--- src/rtl/oam_dma_ctrl_if.sv ---
// CPU-side and memory-side bus bundle for the sprite DMA controller.
// The controller takes the master modport; the CPU/memory environment takes slave.
interface oam_dma_ctrl_if;
  logic [15:0] cpu_addr;
  logic [7:0]  cpu_dout;
  logic        cpu_r_nw;
  logic        cpu_rdy;
  logic [15:0] mem_addr;
  logic [7:0]  mem_dout;
  logic        mem_r_nw;
  logic [7:0]  mem_din;
  logic        dma_active;

  modport master (
    input  cpu_addr, cpu_dout, cpu_r_nw, mem_din,
    output cpu_rdy, mem_addr, mem_dout, mem_r_nw, dma_active
  );

  modport slave (
    output cpu_addr, cpu_dout, cpu_r_nw, mem_din,
    input  cpu_rdy, mem_addr, mem_dout, mem_r_nw, dma_active
  );
endinterface

--- src/rtl/oam_dma_ctrl.sv ---
// Sprite (OAM) DMA sequencer: stalls the CPU and copies a 256-byte page to the
// OAM data port as read/write pairs, arbitrating the memory bus between the two.
module oam_dma_ctrl #(
  parameter logic [15:0] DMA_REG_ADDR  = 16'h4014,
  parameter logic [15:0] OAM_DATA_ADDR = 16'h2004
) (
  input  logic           clk_ph1,
  input  logic           rst,
  oam_dma_ctrl_if.master bus
);

  typedef enum logic [2:0] {
    StIdle,
    StWaitRd,
    StHalt,
    StAlign,
    StRead,
    StWrite
  } state_e;

  state_e     state;
  logic [7:0] page;
  logic [7:0] idx;
  logic [7:0] data;
  logic       cycle_odd;
  logic       rdy;
  logic       active;

  always_ff @(posedge clk_ph1 or posedge rst) begin
    if (rst) begin
      state     <= StIdle;
      page      <= 8'h00;
      idx       <= 8'h00;
      data      <= 8'h00;
      cycle_odd <= 1'b0;
      rdy       <= 1'b1;
      active    <= 1'b0;
    end else begin
      cycle_odd <= ~cycle_odd;
      case (state)
        StIdle: begin
          if (!bus.cpu_r_nw && bus.cpu_addr == DMA_REG_ADDR) begin
            page  <= bus.cpu_dout;
            idx   <= 8'h00;
            state <= StWaitRd;
            rdy   <= 1'b0;
          end
        end
        // RDY only freezes reads, so pending CPU writes drain here first.
        StWaitRd: begin
          if (bus.cpu_r_nw) state <= StHalt;
        end
        StHalt: begin
          if (cycle_odd) begin
            state  <= StRead;
            active <= 1'b1;
          end else begin
            state <= StAlign;
          end
        end
        StAlign: begin
          state  <= StRead;
          active <= 1'b1;
        end
        StRead: begin
          data  <= bus.mem_din;
          state <= StWrite;
        end
        StWrite: begin
          idx <= idx + 8'd1;
          if (idx == 8'hFF) begin
            state  <= StIdle;
            rdy    <= 1'b1;
            active <= 1'b0;
          end else begin
            state <= StRead;
          end
        end
        default: begin
          state  <= StIdle;
          rdy    <= 1'b1;
          active <= 1'b0;
        end
      endcase
    end
  end

  assign bus.cpu_rdy    = rdy;
  assign bus.dma_active = active;

  // Source address is {page, idx}; idx wraps without carrying into page.
  always_comb begin
    bus.mem_addr = bus.cpu_addr;
    bus.mem_dout = bus.cpu_dout;
    bus.mem_r_nw = bus.cpu_r_nw;
    if (state == StRead) begin
      bus.mem_addr = {page, idx};
      bus.mem_r_nw = 1'b1;
    end else if (state == StWrite) begin
      bus.mem_addr = OAM_DATA_ADDR;
      bus.mem_dout = data;
      bus.mem_r_nw = 1'b0;
    end
  end

endmodule

--- src/flat_wrapper.sv ---
// flat-port wrapper written by rule: the top's interface ports become plain ports
module oam_dma_ctrl_flat 
#(
  parameter logic [15:0] DMA_REG_ADDR  = 16'h4014,
  parameter logic [15:0] OAM_DATA_ADDR = 16'h2004
)
  (clk_ph1, rst, bus_cpu_addr, bus_cpu_dout, bus_cpu_r_nw, bus_mem_din, bus_cpu_rdy, bus_mem_addr, bus_mem_dout, bus_mem_r_nw, bus_dma_active);
  oam_dma_ctrl_if bus_i ();
  input  logic clk_ph1;
  input  logic rst;
  input wire logic [$bits(bus_i.cpu_addr)-1:0] bus_cpu_addr;
  input wire logic [$bits(bus_i.cpu_dout)-1:0] bus_cpu_dout;
  input wire logic [$bits(bus_i.cpu_r_nw)-1:0] bus_cpu_r_nw;
  input wire logic [$bits(bus_i.mem_din)-1:0] bus_mem_din;
  output wire logic [$bits(bus_i.cpu_rdy)-1:0] bus_cpu_rdy;
  output wire logic [$bits(bus_i.mem_addr)-1:0] bus_mem_addr;
  output wire logic [$bits(bus_i.mem_dout)-1:0] bus_mem_dout;
  output wire logic [$bits(bus_i.mem_r_nw)-1:0] bus_mem_r_nw;
  output wire logic [$bits(bus_i.dma_active)-1:0] bus_dma_active;
  assign bus_i.cpu_addr = bus_cpu_addr;
  assign bus_i.cpu_dout = bus_cpu_dout;
  assign bus_i.cpu_r_nw = bus_cpu_r_nw;
  assign bus_i.mem_din = bus_mem_din;
  assign bus_cpu_rdy = bus_i.cpu_rdy;
  assign bus_mem_addr = bus_i.mem_addr;
  assign bus_mem_dout = bus_i.mem_dout;
  assign bus_mem_r_nw = bus_i.mem_r_nw;
  assign bus_dma_active = bus_i.dma_active;
  oam_dma_ctrl #(.DMA_REG_ADDR(DMA_REG_ADDR), .OAM_DATA_ADDR(OAM_DATA_ADDR)) u_core (.clk_ph1(clk_ph1), .rst(rst), .bus(bus_i));
endmodule
--- config.mk ---
export PLATFORM = sky130hd
export DESIGN_NAME = oam_dma_ctrl_flat
export DESIGN_NICKNAME = d
export VERILOG_FILES = /design/src/rtl/oam_dma_ctrl_if.sv /design/src/rtl/oam_dma_ctrl.sv /design/src/flat_wrapper.sv
export SDC_FILE = /design/constraint.sdc
export NUM_CORES = 1
export LEC_CHECK = 0
export CAP_MARGIN = 30
export CORE_ASPECT_RATIO = 0.75
export CORE_MARGIN = 4
export CORE_UTILIZATION = 45
export DETAILED_ROUTE_END_ITERATION = 8
export PLACE_DENSITY = 0.8
export RECOVER_POWER = 25
export SYNTH_ARGS = -nofsm -noshare
export SYNTH_HDL_FRONTEND = slang
export SYNTH_SLANG_ARGS = --single-unit
--- constraint.sdc ---
create_clock -name clk_ph1 -period 2.25 [get_ports clk_ph1]
set_clock_uncertainty 0.15 [all_clocks]
set_input_delay 0.45 -clock clk_ph1 [delete_from_list [all_inputs] [get_ports clk_ph1]]
set_output_delay 0.45 -clock clk_ph1 [all_outputs]
set_load 0.01 [all_outputs]
==> impl_results.md <==
- YS warnings: 0
- Mean number of vias per cell: 5.11
- Count of non-filler cells in the finished layout: 321
- Total wire length after detailed routing: 4.82 mm
- Worst flop-to-flop path endpoint: u_core.page[2]
- Class of the most critical hold timing path: reg2reg
- Power share of the combinational group: 46.7%
- Total Die Area: 5020 um^2
- Initial antenna violation count: 0
- Number of routed nets with antenna violations: 0
- Number of antenna cells inserted: 0
- Number of search-and-repair iterations in the first detailed-routing pass: 4
- Wire length of the first global-routing pass: 8.20 mm
- Clock Pin Slew Worst Setup and Hold Paths: 0.07 ns
- Largest fanout on the critical path: 10
- Switching power as a share of total power: 34.5%
- Beginning of the worst hold path: u_core.cycle_odd
- Number of instances in the synthesized netlist: 184
- Area growth from synthesis to final layout: 53.8%
- Timing endpoint of the critical path: u_core.page[2]
- Crit path arrival time: 2.25 ns
- Maximum number of pins on one net before global-route repair: 37
- Buffer type at the clock tree root: clkbuf_8
- Vias: 1639
- Leading cell type in the layout, fill and taps excluded: clkdlybuf4s50_1
- Cell total after placement: 311
- Average wire length per cell after detail routing: 15.0 um
- Quantity of I/O buffers inserted on ports: 61
- Hold-fix buffers, CTS: 0
- Highest-count cells in the layout ignoring fill and taps: clkdlybuf4s50_1 (35), dfrtp_1 (28), mux2_2 (24), nand2_1 (23), buf_4 (23)
- Global-route congestion overflow total: 0
- Max Freq: 449 MHz
- Core Rows: 19
- Int Power: 1.83 mW
- Final HPWL DP: 3.53 mm
- Die width: 80.5 um
- Top FF cell, synth: dfrtp_1
- Cell area after layout: 2730 um^2
- Total count of max-transition violations in the final report: 0
- CTS tree: yes
- CORE AREA: 3730 um^2
- Instance area after placement: 2610 um^2
- Syn Nets: 220
- Seq/Total Area, Yosys: 42.4%
- Number of buffers inserted during clock tree synthesis: 5
- Type of destination of the critical path: flip-flop
- Setup Total Neg Slack: 0 ns
- Worst-case vdd ir drop: 0.606 mV
- Clk buf depth: 2
- Final core occ: 73.2%
- Via count of the first global-routing pass: 1794
- PD cells: 1020 nW/um^2
- Mean area per synthesized cell: 9.65 um^2
- Num ports: 62
- Depth of the worst register-to-register path: 6
- RePlAce Congestion: 0.843
- Worst slew margin: 49.4%
- Result of the run: complete, no violations
- Count of final hold-check violations: 0
- Peak per-stage delay on the critical path: 0.45 ns
- Clk sinks: 30
- Count of different cell masters after synthesis: 35
- H-tree Lvls: 2
- Setup repair after global routing missed its margin: true
- Cell area after technology mapping: 1780 um^2
- Final worst path period share: 98.9%
- Final routed DRC violation total: 0
- Iteration-0 DRC count of the detailed router: 106
- Period minus WS final: 2.23 ns
- Net switching power: 0.966 mW
- Combined global-route utilization of all metal layers: 21.0%
- Clock power share: 24.7%
- Critical Path Slowest Stage Cell: clkdlybuf4s50_1
- Effective utilization at floorplan: 47.6%
- Flop and latch count out of synthesis: 30
- Final Hold Slack: 0.302 ns
- Die outline height: 62.4 um
- Startpoint of the worst register-to-register path: u_core.state[0]
- Critical path, cell by cell: clkdlybuf4s50_1 -> nor3_1 -> buf_4 -> nand4b_2 -> nor3_4 -> buf_12 -> mux2_2
- Insertion delay of the later-clocked pin in the worst-skew pair: 0.29 ns
- Slew at the pin closest to its max-slew limit: 0.759 ns
- FF-to-FF setup slack: 0.20 ns
- Reported max-cap violation count: 0
- Worst setup path class: in2reg
- Share of synthesized flip-flops with an asynchronous set or reset: 100%
- Number of enable flip-flop cells after synthesis: 0
- Nets: 304
- Required time of the critical path: 2.28 ns
- Kind of launch point of the worst setup path: primary input
- Leakage power summed over all cells: 1.25 nW
- Sequential share of power: 28.6%
- CP Launch Point: bus_cpu_addr[13]
- Share of post-route cells with drive strength above 1: 26.8%
- Final count of negative-setup-slack endpoints: 0
[stage by stage]
step / worst slack (ns) / power (mW)
final: 0.0244 / 2.80
after global routing: -0.0148 / 2.99
after CTS: -0.00380 / 2.79
after detailed placement: -0.201 / 2.18
after global placement: -0.170 / 2.16
after floorplan: 0.295 / 1.54
[sequential cells by signal, indices dropped and copies added, names as in the netlist]
register and count:
u_core.page 8, u_core.data 8, u_core.cycle_odd 1, u_core.bus.cpu_rdy 1
u_core.idx 8, u_core.bus.dma_active 1, u_core.state 3
[area by class of cell]
class / count / area, um^2
fillers: 284 / 1000
well taps: 52 / 65.1
clock inverters: 2 / 60.1
multi-input cells: 137 / 948
repair buffers: 88 / 800
clock buffers: 6 / 82.6
flip-flops and latches: 30 / 753
inverters: 6 / 22.5
[worst min path at each step]
stage	endpoint	slack [ns]	depth (start not counted)
final	u_core.cycle_odd	0.30	1
after floorplan	u_core.cycle_odd	0.25	1
after detailed placement	u_core.cycle_odd	0.28	1
after global routing	u_core.cycle_odd	0.30	1
after global placement	u_core.cycle_odd	0.27	1
after CTS	u_core.cycle_odd	0.29	1
[kinds of logic (layout without fill, tap and decap cells)]
group | count (synthesis) | in the layout | synth area share, %
flip-flops | 30 | 30 | 42.4
adder cells (fa/ha/maj) | 1 | 1 | 0.705
XOR/XNOR | 3 | 3 | 1.48
buffers and inverters | 17 | 102 | 4.30
AND/OR/NAND/NOR | 72 | 72 | 23.8
AO/OA/AOI/OAI | 36 | 36 | 11.6
multiplexers | 25 | 25 | 15.8
[worst max-delay path: cells and delay by family]
kind | cells | cell delay, ns
and+or+nand+nor | 3 | 0.69
muxes | 1 | 0.33
buffers and inverters | 3 | 0.78
[power groups by stage]
| stage | logic [mW] | clock network, mW | registers [mW] |
|---|---|---|---|
| 4_1_cts | 1.30 | 0.691 | 0.795 |
| 6_report | 1.31 | 0.692 | 0.800 |
| 2_1_floorplan | 0.782 | 0 | 0.756 |
| 5_1_grt | 1.44 | 0.725 | 0.819 |
| 3_5_place_dp | 1.37 | 0 | 0.804 |
| 3_3_place_gp | 1.36 | 0 | 0.801 |
[layer usage]
metal  track usage (%)  vias to the layer above  share of wire, %  routed length (um)
li1                  -                      806                 -                   -
met1              25.0                      767                44                2110
met2              34.6                       55                46                2230
met3              7.49                       11               7.8                 375
met4              7.81                        0               2.1                 101
met5                 0                        -                 0                   0
[what timing repair did]
action	in CTS	in global routing
resized for setup	29	16
gates cloned	0	0
pin swaps	0	1
buffers inserted	1	1
setup endpoints to repair	25	11
[cell usage after synthesis (all sizes together), types with 2 or more instances]
master	count	area share (%)
nand3	4	1.1
nor2	13	2.9
nand3b	2	0.85
nand2	23	4.9
a21o	2	0.85
mux2	24	15
o22ai	3	1.1
dfrtp	29	41
nor4b	3	3.5
buf	3	1.3
clkbuf	8	1.7
nand4	3	1.1
xor2	2	0.99
nor2b	2	0.70
o21ai	23	6.5
nor3	3	1.5
o31ai	3	1.3
o21bai	2	0.85
nand2b	15	5.3
a21oi	2	0.56
inv	6	1.3
No activity file was read; power rests on OpenSTA's default activity.
